### src/rtl/alu_mdu_if.sv
// alu_mdu_if: request/response bundle between execute-stage control and the ALU/MDU
interface alu_mdu_if #(
    parameter int WIDTH = 32
);
    logic             start;
    logic             m_op;
    logic [3:0]       alu_ctrl;
    logic [2:0]       funct3;
    logic [WIDTH-1:0] a;
    logic [WIDTH-1:0] b;
    logic             ready;
    logic             busy;
    logic             done;
    logic [WIDTH-1:0] result;
    logic             zero;

    modport master (
        output start, m_op, alu_ctrl, funct3, a, b,
        input  ready, busy, done, result, zero
    );

    modport slave (
        input  start, m_op, alu_ctrl, funct3, a, b,
        output ready, busy, done, result, zero
    );
endinterface

### src/rtl/alu_mdu.sv
// alu_mdu: single-cycle base ALU plus iterative RV32M multiply/divide behind start/ready/done
module alu_mdu #(
    parameter int WIDTH = 32,
    localparam int SHW = $clog2(WIDTH)
) (
    input logic      clk,
    input logic      reset_n,
    alu_mdu_if.slave bus
);
    typedef enum logic [1:0] {IDLE, MUL, DIV, DONE} state_t;
    state_t state, state_n;
    logic [SHW-1:0] cnt, sh;
    logic [1:0] f3;
    logic an, bn, accept, last, mul_op, div_fast, a_sg, b_sg, a_neg, b_neg;
    logic [WIDTH-1:0] opnd, ma, mb, alu_res, fast_res, m_res, q, r;
    logic [2*WIDTH-1:0] acc, acc_n, mul_n, div_n, prod;
    logic [WIDTH:0] sum, shd, diff;

    function automatic logic cond(input logic [WIDTH-1:0] v, input logic [2:0] f);
        return (f == 3'b000 || f == 3'b101 || f == 3'b111) ? v == '0 :
               (f == 3'b100 || f == 3'b110) ? v == WIDTH'(1) : f == 3'b001 && v != '0;
    endfunction

    assign bus.ready = state == IDLE || state == DONE;
    assign bus.busy = state == MUL || state == DIV;
    assign bus.done = state == DONE;
    assign accept = bus.start && bus.ready;
    assign last = cnt == SHW'(WIDTH - 1);
    assign sh = bus.b[SHW-1:0];
    assign mul_op = bus.m_op && !bus.funct3[2];
    assign div_fast = bus.b == '0 ||
                      (!bus.funct3[0] && bus.a == {1'b1, {(WIDTH-1){1'b0}}} && bus.b == '1);
    assign fast_res = bus.b == '0 ? (bus.funct3[1] ? bus.a : '1) : (bus.funct3[1] ? '0 : bus.a);

    // Signedness per op: DIV/REM both signed; MULH both; MULHSU only a
    assign a_sg = bus.funct3[2] ? !bus.funct3[0] : (bus.funct3[1:0] == 2'b01 || bus.funct3[1:0] == 2'b10);
    assign b_sg = bus.funct3[2] ? !bus.funct3[0] : bus.funct3[1:0] == 2'b01;
    assign a_neg = a_sg && bus.a[WIDTH-1];
    assign b_neg = b_sg && bus.b[WIDTH-1];
    assign ma = a_neg ? -bus.a : bus.a;
    assign mb = b_neg ? -bus.b : bus.b;

    // acc holds {partial product, multiplier} or {partial remainder, dividend/quotient}
    assign sum = {1'b0, acc[2*WIDTH-1:WIDTH]} + (acc[0] ? {1'b0, opnd} : '0);
    assign mul_n = {sum, acc[WIDTH-1:1]};
    assign shd = acc[2*WIDTH-1:WIDTH-1];
    assign diff = shd - {1'b0, opnd};
    assign div_n = diff[WIDTH] ? {shd[WIDTH-1:0], acc[WIDTH-2:0], 1'b0} : {diff[WIDTH-1:0], acc[WIDTH-2:0], 1'b1};
    assign acc_n = state == MUL ? mul_n : div_n;
    assign prod = (an ^ bn) ? -mul_n : mul_n;
    assign q = (an ^ bn) ? -div_n[WIDTH-1:0] : div_n[WIDTH-1:0];
    assign r = an ? -div_n[2*WIDTH-1:WIDTH] : div_n[2*WIDTH-1:WIDTH];
    assign m_res = state == MUL ? (f3 == 2'b00 ? prod[WIDTH-1:0] : prod[2*WIDTH-1:WIDTH]) : (f3[1] ? r : q);

    always_comb begin
        alu_res = '0;
        case (bus.alu_ctrl)
            4'b0000: alu_res = bus.a + bus.b;
            4'b0001: alu_res = bus.a - bus.b;
            4'b0010: alu_res = bus.a & bus.b;
            4'b0011: alu_res = bus.a | bus.b;
            4'b0100: alu_res = bus.a ^ bus.b;
            4'b0101: alu_res = {{(WIDTH-1){1'b0}}, $signed(bus.a) < $signed(bus.b)};
            4'b1001: alu_res = {{(WIDTH-1){1'b0}}, bus.a < bus.b};
            4'b0110: alu_res = bus.a << sh;
            4'b1000: alu_res = bus.a >> sh;
            4'b0111: alu_res = $signed(bus.a) >>> sh;
            default: alu_res = '0;
        endcase
    end

    always_ff @(posedge clk or negedge reset_n)
        if (!reset_n) state <= IDLE;
        else state <= state_n;

    always_comb begin
        state_n = state;
        if (bus.ready) state_n = !bus.start ? IDLE : mul_op ? MUL :
                                 (bus.m_op && !div_fast) ? DIV : DONE;
        else if (last) state_n = DONE;
    end

    always_ff @(posedge clk or negedge reset_n)
        if (!reset_n) begin
            bus.result <= '0;
            bus.zero <= 1'b0;
            cnt <= '0;
        end else if (accept) begin
            cnt <= '0;
            if (!bus.m_op) begin
                bus.result <= alu_res;
                bus.zero <= cond(alu_res, bus.funct3);
            end else if (state_n == DONE) begin
                bus.result <= fast_res;
                bus.zero <= 1'b0;
            end
        end else if (bus.busy) begin
            cnt <= cnt + 1'b1;
            if (last) begin
                bus.result <= m_res;
                bus.zero <= 1'b0;
            end
        end

    always_ff @(posedge clk)
        if (accept) begin
            f3 <= bus.funct3[1:0];
            an <= a_neg;
            bn <= b_neg;
            opnd <= mul_op ? ma : mb;
            acc <= {{WIDTH{1'b0}}, mul_op ? mb : ma};
        end else if (bus.busy) begin
            acc <= acc_n;
        end
endmodule

### src/flat_wrapper.sv
// flat-port wrapper written by rule: the top's interface ports become plain ports
module alu_mdu_flat 
#(
    parameter int WIDTH = 32,
    localparam int SHW = $clog2(WIDTH)
)
  (clk, reset_n, bus_start, bus_m_op, bus_alu_ctrl, bus_funct3, bus_a, bus_b, bus_ready, bus_busy, bus_done, bus_result, bus_zero);
  alu_mdu_if #(.WIDTH(WIDTH)) bus_i ();
  input logic clk;
  input logic reset_n;
  input wire logic [$bits(bus_i.start)-1:0] bus_start;
  input wire logic [$bits(bus_i.m_op)-1:0] bus_m_op;
  input wire logic [$bits(bus_i.alu_ctrl)-1:0] bus_alu_ctrl;
  input wire logic [$bits(bus_i.funct3)-1:0] bus_funct3;
  input wire logic [$bits(bus_i.a)-1:0] bus_a;
  input wire logic [$bits(bus_i.b)-1:0] bus_b;
  output wire logic [$bits(bus_i.ready)-1:0] bus_ready;
  output wire logic [$bits(bus_i.busy)-1:0] bus_busy;
  output wire logic [$bits(bus_i.done)-1:0] bus_done;
  output wire logic [$bits(bus_i.result)-1:0] bus_result;
  output wire logic [$bits(bus_i.zero)-1:0] bus_zero;
  assign bus_i.start = bus_start;
  assign bus_i.m_op = bus_m_op;
  assign bus_i.alu_ctrl = bus_alu_ctrl;
  assign bus_i.funct3 = bus_funct3;
  assign bus_i.a = bus_a;
  assign bus_i.b = bus_b;
  assign bus_ready = bus_i.ready;
  assign bus_busy = bus_i.busy;
  assign bus_done = bus_i.done;
  assign bus_result = bus_i.result;
  assign bus_zero = bus_i.zero;
  alu_mdu #(.WIDTH(WIDTH)) u_core (.clk(clk), .reset_n(reset_n), .bus(bus_i));
endmodule
### config.mk
export PLATFORM = sky130hd
export DESIGN_NAME = alu_mdu_flat
export DESIGN_NICKNAME = d
export VERILOG_FILES = /design/src/rtl/alu_mdu_if.sv /design/src/rtl/alu_mdu.sv /design/src/flat_wrapper.sv
export SDC_FILE = /design/constraint.sdc
export NUM_CORES = 1
export LEC_CHECK = 0
export CORE_MARGIN = 2
export CORE_UTILIZATION = 45
export CTS_BUF_LIST = sky130_fd_sc_hd__clkbuf_4 sky130_fd_sc_hd__clkbuf_8 sky130_fd_sc_hd__clkbuf_16
export DETAILED_ROUTE_END_ITERATION = 7
export GPL_ROUTABILITY_DRIVEN = 0
export SETUP_SLACK_MARGIN = 0.05
export SYNTH_ARGS = -nofsm -noshare
export SYNTH_HDL_FRONTEND = slang
export SYNTH_SLANG_ARGS = --single-unit
export TNS_END_PERCENT = 50
### constraint.sdc
create_clock -name clk -period 6.1 [get_ports clk]
set_input_delay 1.22 -clock clk [delete_from_list [all_inputs] [get_ports clk]]
set_output_delay 1.22 -clock clk [all_outputs]
set_load 0.01 [all_outputs]
# After elaboration in Yosys (flattened, before gate mapping)
# Index checks and enable logic that the tools add are counted.
classes:
  reduce_logical: 28
  n_bitwise: 4
  add_sub_neg: 10
  n_shift: 3
  eq_ne: 25
  muxes: 40
  magnitude_cmp: 2
op_table:
  columns: ["cell", "n"]
  rows:
  - ["$mux W32", 20]
  - ["$pmux W32 S10", 1]
  - ["$mux W64", 3]
  - ["$neg A32 Y32", 4]
  - ["$eq A32 B32 Y1 const B", 2]
  - ["$logic_not A32 Y1", 2]
  - ["$lt A32 B32 Y1", 2]
  - ["$neg A64 Y64", 1]
  - ["$add A32 B32 Y33", 1]
  - ["$sub A33 B32 Y33", 1]
  - ["$add A32 B32 Y32", 1]
  - ["$and A32 B32 Y32", 1]
  - ["$eq A32 B1 Y1 const B", 1]
  - ["$or A32 B32 Y32", 1]
  - ["$reduce_bool A32 Y1", 1]
  - ["$shl A32 B5 Y32", 1]
  - ["$shr A32 B5 Y32", 1]
  - ["$sshr A32 B5 Y32", 1]
  - ["$sub A32 B32 Y32", 1]
  - ["$xor A32 B32 Y32", 1]
  - ["$eq A4 B3 Y1 const B", 4]
  - ["$eq A3 B3 Y1 const B", 4]
  - ["$mux W1", 10]
  - ["$mux W5", 2]
  - ["other kinds (19)", 45]
totals:
  input_bits: 75
  regBits: 140
  out_inout_bits: 36

# Logic depth before layout (Yosys ltp)
depth:
  depth_word: 14
  depth_mapped: 25

# Worst setup path before layout
# OpenSTA, ideal clock, no wires.
synth_timing:
  path_type: "input port to flip-flop"
  startpoint: "input bus_b[3]"
  endpoint: "register u_core.bus.zero"
  arrival_time_ps: 5488
  n_path_buf: 5
  setup_time_ps: 126
  path_slack_ps: 486
  cell_stages: 19
  required_time_ps: 5974
  cell_sequence: "clkbuf_1 > clkinv_1 > buf_1 > clkbuf_1 > buf_1 > ha_1 > clkbuf_1 > nor3_1 > o21ai_0 > a211oi_1 > a211oi_1 > nor4_1 > o211a_1 > o21a_1 > a2111oi_0 > o21ai_0 > nor2_1 > nand4b_1 > a221o_1"
synth_between:
  elab_chain_cells: 12
  word_cells_on_any_way: 32
  cone_classes: "2 x add/sub; 2 x order compare; 4 x eq/ne; 3 x shift; 9 x mux; 3 x bitwise; 9 x reduce/logical"
synth_rtl:
  columns: ["item", "line_no", "source"]
  rows:
  - ["from (decl)", "flat_wrapper.sv:16", "input wire logic [$bits(bus_i.b)-1:0] bus_b;"]
  - ["branches (longest 12 deep; another with $sub A32 B32 Y32)", null, null]
  - ["to (signal assigned)", "alu_mdu.sv:92", "bus.zero <= cond(alu_res, bus.funct3);"]
  - ["to (decl)", "alu_mdu_if.sv:24", "output ready, busy, done, result, zero"]
# Several ways; the timed one is not identified.
# A chain may end at the register's enable or synchronous reset.

# Worst setup path after layout
layout_timing:
  startpoint: "input bus_a[18]"
  endpoint: "register u_core.bus.zero"
layout_between:
  elab_chain_cells: 13
  word_cells_on_any_way: 32
  cone_classes: "2 x add/sub; 2 x order compare; 4 x eq/ne; 3 x shift; 9 x mux; 3 x bitwise; 9 x reduce/logical"
layout_rtl:
  columns: ["item", "line_no", "source"]
  rows:
  - ["from (decl)", "flat_wrapper.sv:15", "input wire logic [$bits(bus_i.a)-1:0] bus_a;"]
  - ["branches (longest 13 deep; another with $sub A32 B32 Y32)", null, null]
# Several ways; the timed one is not identified.

==> results.txt <==
Clock share of power - 9.9%
Reg2reg end - u_core.bus.result[21]
Commonest non-fill, non-tap cell in the layout - nor2_1
Number of antenna violations at the first check in global routing - 1
Transition at the pin with the smallest max-transition slack - 1.12 ns
Largest fanout on the critical path - 10
Synth warn - 0
Inserted Clock Buffers - 17
Hold EP - u_core.cnt[4]
Final core utilization - 51.1%
Syn_area_per_cell - 7.20 µm²
Logic depth of the worst register-to-register path - 17
CTS sink count - 140
Post-detailed-route wirelength per cell - 27.7 µm
Clock-pin slew on the worst setup and hold paths - 0.06 ns
Post-layout min period - 5.73 ns
Die area - 62200 µm²
Hold Violations, Final - 0
CP arrival - 6.07 ns
Global Route Usage Sum - 39.4%
Final Net Count - 4058
Worst-case hold slack - 0.508 ns
Instance count of the mapped netlist - 3761
DIE HEIGHT - 249 µm
WL final - 127000 µm
Largest net degree at the start of global routing - 73
Setup crit start kind - input pin
Sequential area share after synthesis - 13.6%
Total overflow reported by the global router - 0
Drt first pass iters - 7
Syn-to-layout area delta - 11.8%
Beginning of the worst register-to-register path - u_core.acc[0]
Cell-by-cell listing of the critical path - clkdlybuf4s50_1 -> inv_1 -> ha_1 -> nor4_1 -> buf_4 -> o2111ai_1 -> a31oi_1 -> nor3_1 -> o21ai_0 -> nand2_1 -> o22ai_1 -> nor3b_1 -> and4_1 -> a221o_1
Number of fillers in the final layout - 5921
Cell depth of the worst min-delay path - 1
I/O pin cnt - 111
Number of global-route vias before repair - 29100
Detailed Route Iter0 Violations - 4322
Placed wire-length estimate after detailed placement - 99200 µm
Placeable core area - 59200 µm²
# Max-Cap Violations - 0
Synth Flop Type - edfxtp_1
Flop pwr share - 17.2%
Multi-input combinational cell area - 21600 µm²
Result of the run - finished clean
Max stage delay cell, worst path - clkdlybuf4s50_1
Root buffer selected by CTS - clkbuf_16
Endpoint required time on the critical path - 6.44 ns
Layout cells sized above 1 - 10.9%
Internal - 0.00541 W
EDFF count, synth - 68
Final setup fails - 0
Total via count after detailed routing - 31600
Switching component of the power - 0.00653 W
Switch share - 54.7%
Type of element capturing the critical path - register
Count of input and output buffers - 110
Clock skew - 0.0138 ns
Worst Hold Class - reg -> reg
Bufs on Longest Clock Path - 2
Top library cells by usage in the layout, fill and taps aside - nor2_1, nand2_1, a21oi_1
Logic gate share of total power - 72.8%
Achievable clock frequency - 0.174 GHz
Path type of the worst setup path - in -> reg
Initial cell density of the core - 45.7%
Post-route DRC - 0
Summed instance area of the synthesized netlist - 27100 µm²
Post-synth cell types - 105
Antenna Nets Post-Route - 0
Crit-path max cell delay - 0.88 ns
Number of pins with negative max-slew slack in the final report - 0
Total leakage power - 12.0 nW
Source-to-sink clock delay at the later pin of the worst-skew pair - 0.46 ns
Setup repair after global routing missed its margin - false
Register bit count reported by yosys - 140
Post-route clock period utilization - 94.0%
Async set-or-reset flop fraction in the synthesized netlist - 28.6%
Worst voltage drop across the vdd grid - 0.000312 V
P per Cell Area - 394 nW/µm²
Floorplan row count - 89
Hold Crit Start - u_core.cnt[4]
Vias per inst - 6.88
FF/Latch Area - 3680 µm²
Max transition margin - 24.8%
Number of levels in the clock H-tree - 4
First-pass GRT wire length - 188000 µm
Setup slack, reg-to-reg - 0.56 ns
CTS tree - yes
Number of nets produced by synthesis - 4018
Die width - 249 µm
per-stage QoR:
step	instances	power, W	instance area, µm²	setup TNS, ns	worst slack, ns
final	4588	0.0119	30300	0	0.369
after global routing	4587	0.0126	30300	0	0.268
after CTS	4587	0.0116	30300	0	0.456
after detailed placement	4555	0.0104	29600	-0.0259	-0.0259
after global placement	4555	0.0104	29600	0	0.0719
after floorplan	3761	0.00766	27100	0	0.486
registers in the layout, summed over array words and instances, names as in the netlist:
name and cells:
u_core.f3 2, u_core.state 2, u_core.cnt 5, u_core.an 1
u_core.opnd 32, u_core.bus.zero 1, u_core.bn 1, u_core.acc 64
u_core.bus.result 32
worst max-delay path, delay by kind of cell:
| family | cells | cell delay (ns) |
|---|---|---|
| buffers and inverters | 3 | 1.30 |
| adders and majority gates | 1 | 0.46 |
| AOI/OAI and AO/OA | 5 | 1.75 |
| and+or+nand+nor | 5 | 1.34 |
Yosys cell counts (32+ instances only):
master / instances / area, µm²
a211oi_1: 46 / 345
a21o_1: 40 / 300
a21oi_1: 345 / 1730
a31oi_1: 53 / 332
clkbuf_1: 234 / 878
dfrtp_1: 40 / 1000
dfxtp_1: 32 / 641
edfxtp_1: 68 / 2040
ha_1: 178 / 2230
inv_1: 170 / 638
mux2_2: 36 / 405
mux2i_1: 149 / 1490
mux4_2: 43 / 968
nand2_1: 365 / 1370
nand3_1: 93 / 465
nand4_1: 45 / 282
nor2_1: 379 / 1420
nor3_1: 111 / 556
nor4_1: 47 / 294
o211ai_1: 68 / 510
o21ai_0: 233 / 1170
o22ai_1: 32 / 200
o31ai_1: 40 / 300
xnor2_1: 154 / 1350
xor2_1: 65 / 569
cell families (layout without fill, tap and decap cells):
logic type | count (synthesis) | count (layout) | synth area share (%)
muxes | 229 | 229 | 10.6
DFF | 140 | 140 | 13.6
xor gates and xnor gates | 219 | 219 | 7.08
and+or+nand+nor | 1285 | 1285 | 22.8
other | 0 | 1 | 0
AOI/OAI and AO/OA | 1212 | 1212 | 29.8
buffers and inverters | 472 | 525 | 6.79
adders and majority gates | 204 | 204 | 9.33
metal layers:
metal  part of all wire, %  vias up  global-route usage, %
met1                    37    14700                   48.4
met4                   8.6        0                   28.4
met2                    44     2227                   62.5
li1                      -    14100                      -
met3                    10      579                   6.69
met5                     0        -                      0
power groups by stage:
stage | Sequential [W] | Clock, W | Combinational (W)
floorplan | 0.00174 | 0 | 0.00592
global placement | 0.00205 | 0 | 0.00836
detailed placement | 0.00205 | 0 | 0.00836
CTS | 0.00203 | 0.00118 | 0.00843
global route | 0.00208 | 0.00122 | 0.00932
finish | 0.00206 | 0.00119 | 0.00869
final cells by class:
type | count | area share, %
diodes | 1 | 0.00826
clock buffers | 19 | 1.47
clock inverters | 13 | 0.649
inverters | 177 | 2.19
multi-input cells | 3149 | 71.5
flip-flops and latches | 140 | 12.2
well taps | 773 | 3.19
repair buffers | 316 | 8.86
how the worst max path moves through the flow:
stage                             start                    end  slack (ns)  cells after the start
final                         bus_a[18]        u_core.bus.zero        0.37                     14
after global placement         bus_a[0]        u_core.bus.zero        0.07                     17
after floorplan                bus_b[3]        u_core.bus.zero        0.49                     19
after detailed placement       bus_a[0]        u_core.bus.zero       -0.03                     17
after CTS                      bus_a[0]        u_core.bus.zero        0.46                     17
after global routing      u_core.acc[0]  u_core.bus.result[21]        0.27                     17
what timing repair did:
action / in CTS / in global routing
buffers inserted: 0 / 0
hold buffers: 0 / 0
gates resized for setup: 0 / 1
setup endpoints to repair: 0 / 2
Note: power is estimated with default switching activity, not from simulation.
